--- src/rtl/ghost_move_scheduler.sv ---
// Scans the four neighbour tiles of every ghost once per game tick through a
// single tilemap read port and hands each ghost its movable mask in turn.
module ghost_move_scheduler #(
  parameter int NUM_GHOSTS = 4,
  parameter int SPEED      = 5,
  parameter int WIDTH      = 640,
  parameter int HEIGHT     = 480,
  parameter int TILE       = 20,
  parameter int BX0        = 0,
  parameter int BX1        = 620,
  parameter int BY0        = 0,
  parameter int BY1        = 460
) (
  input  logic                    clk,
  input  logic                    reset,
  input  logic                    tick,
  input  logic [NUM_GHOSTS*10-1:0] ghost_x_flat,
  input  logic [NUM_GHOSTS*9-1:0]  ghost_y_flat,
  output logic                    tile_rd,
  output logic [9:0]              tile_addr,
  input  logic                    tile_wall,
  output logic                    step_valid,
  output logic [1:0]              step_ghost,
  output logic [3:0]              step_movable,
  output logic                    busy,
  output logic                    overrun
);

  localparam int MAXG = 4;
  localparam int XW   = 10 * MAXG;
  localparam int YW   = 9 * MAXG;

  typedef enum logic [1:0] {IDLE, QUERY, CAPTURE, REPORT} state_t;

  state_t      state;
  logic [1:0]  g;
  logic [1:0]  d;
  logic [3:0]  mask;
  logic        inb_q;
  logic [9:0]  snap_x [MAXG];
  logic [8:0]  snap_y [MAXG];

  logic [XW-1:0] x_pad;
  logic [YW-1:0] y_pad;
  logic          last_ghost;

  logic          enter_query;
  logic [9:0]    q_x;
  logic [8:0]    q_y;
  logic [1:0]    q_d;
  int            nx;
  int            ny;
  logic          in_bounds;
  logic [9:0]    q_addr;

  assign x_pad      = XW'(ghost_x_flat);
  assign y_pad      = YW'(ghost_y_flat);
  assign last_ghost = (g == 2'(NUM_GHOSTS - 1));

  // Work out the lookup for the next QUERY cycle one edge early so that
  // tile_rd and tile_addr leave the FSM as plain registers.
  always_comb begin
    enter_query = 1'b0;
    q_x         = snap_x[g];
    q_y         = snap_y[g];
    q_d         = d + 2'd1;
    case (state)
      IDLE: begin
        if (tick) begin
          enter_query = 1'b1;
          q_x         = x_pad[9:0];
          q_y         = y_pad[8:0];
          q_d         = 2'd0;
        end
      end
      CAPTURE: begin
        if (d != 2'd3) enter_query = 1'b1;
      end
      REPORT: begin
        if (!last_ghost) begin
          enter_query = 1'b1;
          q_x         = snap_x[g + 2'd1];
          q_y         = snap_y[g + 2'd1];
          q_d         = 2'd0;
        end
      end
      default: ;
    endcase

    // Signed arithmetic so a step off the top/left edge goes negative.
    nx = int'(q_x);
    ny = int'(q_y);
    case (q_d)
      2'd0:    ny = ny - SPEED;
      2'd1:    ny = ny + SPEED;
      2'd2:    nx = nx - SPEED;
      default: nx = nx + SPEED;
    endcase

    in_bounds = (nx >= BX0) && (nx <= BX1) && (ny >= BY0) && (ny <= BY1);
    q_addr    = 10'((WIDTH / TILE) * (ny / TILE) + nx / TILE);
  end

  always_ff @(posedge clk or negedge reset) begin
    if (!reset) begin
      state        <= IDLE;
      g            <= 2'd0;
      d            <= 2'd0;
      mask         <= 4'd0;
      inb_q        <= 1'b0;
      tile_rd      <= 1'b0;
      tile_addr    <= 10'd0;
      step_valid   <= 1'b0;
      step_ghost   <= 2'd0;
      step_movable <= 4'd0;
      busy         <= 1'b0;
      overrun      <= 1'b0;
      for (int i = 0; i < MAXG; i++) begin
        snap_x[i] <= 10'd0;
        snap_y[i] <= 9'd0;
      end
    end else begin
      tile_rd    <= 1'b0;
      step_valid <= 1'b0;
      overrun    <= tick && (state != IDLE);

      if (enter_query) begin
        d       <= q_d;
        inb_q   <= in_bounds;
        tile_rd <= in_bounds;
        if (in_bounds) tile_addr <= q_addr;
      end

      case (state)
        IDLE: begin
          if (tick) begin
            for (int i = 0; i < MAXG; i++) begin
              snap_x[i] <= x_pad[10*i +: 10];
              snap_y[i] <= y_pad[9*i +: 9];
            end
            g     <= 2'd0;
            busy  <= 1'b1;
            state <= QUERY;
          end
        end
        QUERY: state <= CAPTURE;
        CAPTURE: begin
          mask[d] <= inb_q & ~tile_wall;
          if (d == 2'd3) begin
            step_valid   <= 1'b1;
            step_ghost   <= g;
            step_movable <= {inb_q & ~tile_wall, mask[2:0]};
            state        <= REPORT;
          end else begin
            state <= QUERY;
          end
        end
        REPORT: begin
          mask <= 4'd0;
          if (last_ghost) begin
            busy  <= 1'b0;
            state <= IDLE;
          end else begin
            g     <= g + 2'd1;
            state <= QUERY;
          end
        end
        default: state <= IDLE;
      endcase
    end
  end

endmodule

--- config.mk ---
export PLATFORM = sky130hd
export DESIGN_NAME = ghost_move_scheduler
export DESIGN_NICKNAME = d
export VERILOG_FILES = /design/src/rtl/ghost_move_scheduler.sv
export SDC_FILE = /design/constraint.sdc
export NUM_CORES = 1
export LEC_CHECK = 0
export ABC_CLOCK_PERIOD_IN_PS = 9220
export BUFFER_PORTS_ARGS = -buffer_cell sky130_fd_sc_hd__buf_2
export CAP_MARGIN = 25
export CORE_MARGIN = 2
export CORE_UTILIZATION = 35
export CTS_CLUSTER_SIZE = 14
export DETAILED_ROUTE_END_ITERATION = 16
export GPL_ROUTABILITY_DRIVEN = 0
export PLACE_DENSITY_LB_ADDON = 0.08
export SETUP_SLACK_MARGIN = 0.15
export SLEW_MARGIN = 5
export SYNTH_ARGS = -nofsm -noshare
export SYNTH_HDL_FRONTEND = slang
export SYNTH_SLANG_ARGS = --single-unit
--- constraint.sdc ---
create_clock -name clk -period 9.22 [get_ports clk]
set_clock_uncertainty 0.15 [all_clocks]
set_input_delay 0.461 -clock clk [delete_from_list [all_inputs] [get_ports clk]]
set_output_delay 0.461 -clock clk [all_outputs]
set_load 0.02 [all_outputs]
# [Word-level counts from Yosys, hierarchy flattened]
# Cells that the tools add are included.
[totals] out_inout_bits=20 wordCells=112 ff_bits=107 in_bits=80
[op_classes] n_div=2 muxes=44 n_addsub=7 n_reduce_logical=16 n_eq_ne=11 n_lt_le_gt_ge=8 bitwise=4
[ops] operator="case mux 32 bit (2 select lines)" n=2
[ops] operator="divider 32 x 6 -> 32 bit (second input constant)" n=2
[ops] operator="greater-or-equal comparator 32 x 1 -> 1 bit (second input constant)" n=2
[ops] operator="two-way mux 10 bit" n=6
[ops] operator="two-way mux 9 bit" n=6
[ops] operator="binary-select mux 10 bit (select 2 bit)" n=2
[ops] operator="binary-select mux 9 bit (select 2 bit)" n=2
[ops] operator="less-or-equal comparator 32 x 10 -> 1 bit (second input constant)" n=1
[ops] operator="less-or-equal comparator 32 x 11 -> 1 bit (second input constant)" n=1
[ops] operator="case mux 10 bit (2 select lines)" n=1
[ops] operator="case mux 9 bit (2 select lines)" n=1
[ops] operator="two-way mux 2 bit" n=6
[ops] operator="adder 10 x 3 -> 11 bit (second input constant)" n=1
[ops] operator="subtractor 10 x 3 -> 11 bit (second input constant)" n=1
[ops] operator="adder 10 bit" n=1
[ops] operator="adder 9 x 3 -> 10 bit (second input constant)" n=1
[ops] operator="== test 2 bit (second input constant)" n=5
[ops] operator="two-way mux 1 bit" n=10
[ops] operator="subtractor 9 x 3 -> 10 bit (second input constant)" n=1
[ops] operator="inequality test 2 bit (second input constant)" n=4
[ops] operator="case mux 2 bit (2 select lines)" n=2
[ops] operator="case mux 2 bit (4 select lines)" n=1
[ops] operator="case mux 4 bit (2 select lines)" n=1
[ops] operator="greater-or-equal comparator 3 bit (second input constant)" n=2
[ops] operator="other kinds (17)" n=30

# [Depth between registers and ports, before layout]
[depth] depth_word=14 mapped_depth=33 mapped_depth_nobuf=30

# [Least setup slack after synthesis]
# OpenSTA, ideal clock, no wires.
[synth_path] path_type="reg2reg" from="reg state[1]" to="reg tile_addr[9]" stages_incl_launch_ff=33 path_slack_ns=2.215 arrival_ns=6.731 path_buffers=4 path_cell_list="dfrtp_1 > ha_1 > buf_6 > and2_4 > buf_6 > or3_4 > buf_6 > a221oi_4 > inv_1 > ha_1 > nor4_1 > nor4_4 > a2bb2o_1 > xor2_2 > a22oi_2 > or3_1 > buf_2 > a31oi_4 > o211ai_2 > maj3_2 > o211a_1 > ha_1 > nand4b_1 > nor3_1 > a311o_1 > fa_1 > inv_1 > a21o_1 > a21oi_1 > xnor2_1 > xnor2_1 > xnor2_1 > mux2_2"
[synth_between] elab_chain_len=10 elab_cells_between_ends=28 classes_between="add/sub (5); div (2); order compare (4); eq/ne (4); mux (6); reduce/logical (7)"
[synth_lines] element="start: declaration" line_no="35" source="state_t state;"
[synth_lines] element="start signal: assignment" line_no="106" source="state <= IDLE;"
[synth_lines] element="start signal: assignment" line_no="143" source="state <= QUERY;"
[synth_lines] element="start signal: assignment" line_no="146" source="QUERY: state <= CAPTURE;"
[synth_lines] element="parallel branches: the longest is 10 deep, another holds divider 32 x 6 -> 32 bit"
[synth_lines] element="end signal: assignment" line_no="131" source="if (in_bounds) tile_addr <= q_addr;"
[synth_lines] element="end: declaration" line_no="20" source="output logic [9:0] tile_addr,"
# Parallel ways; which one is timed is not known.
# A chain may end at the register's enable or synchronous reset.

# [Worst setup path after layout]
# Ends and elaborated chain as after synthesis.

==> flow_summary_export.csv <==
group,metric,value,unit
synth,yosysSeqAreaShare,0.322,
layout,n_fill_cell,2331,
synth,synthMuxAreaShare,0.228,
die,ios,100,
synth,synthCells,784,
sta,finalHoldViolCount,0,
run,cap_violations,0,
clock_tree,clk_pin_slew,90,ps
synth,synth-simple-area-share,0.139,
worst_setup_path,cp.arrival,8350,ps
place,place_hpwl,17.0,mm
worst_setup_path,startpoint_type,"flip-flop",
detailed_routing,drt_first_pass_iters,5,
global_route,grt_pass1_vias,6790,
synth,ys_async_sr_fraction,1.00,
sta,worst_pin_slew,999,ps
synth,synth-compound-area-share,0.196,
worst_setup_path,slowest_stage,"nor4_1",
die,die_h,157,µm
detailed_routing,ant_nets,0,
worst_setup_path,cp_max_fo,17,
sta,relSlewSlack,0.333,
worst_setup_path,crit_type,"reg2reg",
worst_setup_path,required,9320,ps
layout,drive_gt1_frac,0.324,
clock_tree,cts_tree,"yes",
place,io_buffers,99,
worst_setup_path,slowest_delay,620,ps
sta,rsz0062_at_grt,"no",
min_path,hp-class,"in2reg",
synth,syn_area_per_cell,10.5,µm²
die,start_util,0.354,
layout,final_nets,971,
global_route,grt_antenna_before_repair,0,
detailed_routing,drc,0,
clock_tree,cts_max_level,3,
layout,diodes,0,
detailed_routing,vias_per_cell,5.66,
global_route,grt_pass1_wl,37.1,mm
global_route,gr-usage-all-layers,0.190,
sta,finalMaxSlewViolations,0,
layout,fin_area,0.00935,mm²
die,core-area,0.0233,mm²
sta,fin_setup_tns,0,ps
synth,synth_top_family_by_area,"multiplexers",
synth,synth-xor-area-share,0.0360,
sta,max_freq,121,MHz
detailed_routing,drt-initial-drc-count,398,
synth,synth_fa_ha_area_frac,0.0410,
clock_tree,insertion_delay,360,ps
clock_tree,cts.sinks,106,
global_route,grt_max_degree,78,
synth,ys_ff_latch,106,
place,placed_area,0.00899,mm²
die,die_w,157,µm
detailed_routing,vias,6748,
clock_tree,cts_max_path_buffers,2,
die,die_area,0.0248,mm²
sta,period_share,0.895,
layout,final_cell_mix,"dfrtp_1 (106), buf_2 (99), mux2_2 (89)",
status,status,"complete, no violations",
clock_tree,ctsResizeCount,0,
clock_tree,root_buffer,"clkbuf_16",
sta,setup_viol_count_final,0,
synth,synth_edf_count,0,
synth,synth_flop_cell,"dfrtp_1",
synth,ys_warn_count,0,
worst_setup_path,reg2reg_slack,970,ps
detailed_routing,wl,22.9,mm
global_route,overflow,0,
layout,syn2layout_area_growth,13.4,%
layout,final_common_cell,"dfrtp_1",
synth,synth.net_count,887,
worst_setup_path,endpoint_kind,"flip-flop",
die,rows,56,
sta,finalCriticalPeriod,8250,ps
clock_tree,cts_inserted_buffers,9,
detailed_routing,wl_per_cell,19.2,µm
synth,syn-cell-area,0.00824,mm²
synth,ys_types,94,
## worst paths after layout
kind                                       start      endpoint  cells past startpoint
worst min register to register      tile_addr[7]  tile_addr[7]                      2
min in group asynchronous                  reset    step_valid                      2
max in group asynchronous                  reset     snap_x[9]                      3
worst min-delay path            ghost_x_flat[36]     snap_x[6]                      2
worst max register to register          state[1]  tile_addr[9]                     30
worst max-delay path                    state[1]  tile_addr[9]                     30
## timing repair
item / in CTS / in global routing
buffers inserted: 0 / 0
endpoints found under the hold margin: 3 / 0
hold buffers: 1 / 0
## cell families (layout without fill, tap and decap cells)
group | count (synthesis) | count (layout)
compound gates | 196 | 196
xor+xnor | 33 | 33
fa+ha+maj | 27 | 27
buf+inv | 61 | 150
flops | 106 | 106
mux | 152 | 152
simple gates | 209 | 209
## cell usage after synthesis, types with 5 or more instances
cell type | instances | share of area
clkbuf_1 | 15 | 0.0068
a221oi_4 | 5 | 0.016
buf_2 | 9 | 0.0055
o31a_1 | 7 | 0.0074
a21o_1 | 13 | 0.012
and3_1 | 7 | 0.0053
buf_6 | 8 | 0.011
o31ai_1 | 12 | 0.011
a221oi_1 | 6 | 0.0064
xor2_1 | 12 | 0.013
nor3_1 | 19 | 0.012
nor2_1 | 52 | 0.024
nand4_1 | 8 | 0.0061
a211oi_1 | 7 | 0.0064
inv_1 | 21 | 0.0096
a221o_1 | 5 | 0.0061
mux4_2 | 20 | 0.055
o22ai_1 | 13 | 0.0099
nand2b_1 | 5 | 0.0038
xnor2_1 | 20 | 0.021
mux2_2 | 89 | 0.12
a21oi_1 | 26 | 0.016
o21ai_0 | 22 | 0.013
nand3_1 | 20 | 0.012
nand2_1 | 46 | 0.021
dfrtp_1 | 106 | 0.32
and2_1 | 7 | 0.0053
mux2i_1 | 43 | 0.052
nor4_1 | 5 | 0.0038
a31oi_1 | 6 | 0.0046
ha_1 | 22 | 0.033
## registers in the layout (all words and copies together), names as in the netlist
register / count
snap_x: 40
snap_y: 36
tile_addr: 10
step_movable: 4
mask: 3
d: 2
g: 2
state: 2
step_ghost: 2
busy: 1
inb_q: 1
overrun: 1
step_valid: 1
tile_rd: 1
## cell type report
| class | count | area, µm² | area share |
|---|---|---|---|
| clock buffers | 10 | 229 | 0.0245 |
| clock inverters | 6 | 81.3 | 0.00870 |
| inverters | 22 | 82.6 | 0.00883 |
| multi-input cells | 617 | 5290 | 0.566 |
| flip-flops and latches | 106 | 2650 | 0.284 |
| well taps | 319 | 399 | 0.0427 |
| repair buffers | 112 | 616 | 0.0659 |
## metrics by stage
step                 util  hold WS (ps)  worst slack [ps]  cells
floorplan               -          15.4              2210    784
global placement    0.387           305              1410   1173
detailed placement  0.387           317              1070   1173
CTS                 0.400           168              1050   1190
global route        0.402           166               425   1192
finish              0.402           173               971   1192
## layer usage
metal | share of wire | GRT usage | up-vias
met5 | 0 | 0 | -
met4 | 0.010 | 0.0381 | 0
met3 | 0.049 | 0.0322 | 14
met2 | 0.46 | 0.303 | 196
met1 | 0.48 | 0.272 | 3347
li1 | - | - | 3191
## worst max-delay path: cells and delay by family, from the launching register on
kind	cells	cell delay, ps
AOI/OAI and AO/OA	12	3000
adders and majority gates	4	1470
xor gates and xnor gates	4	770
muxes	1	260
and+or+nand+nor	6	1720
buffers and inverters	3	300
DFF	1	450
Power is not shown: default switching activity piles up to over one toggle a cycle in this logic, so the estimate is an artifact.
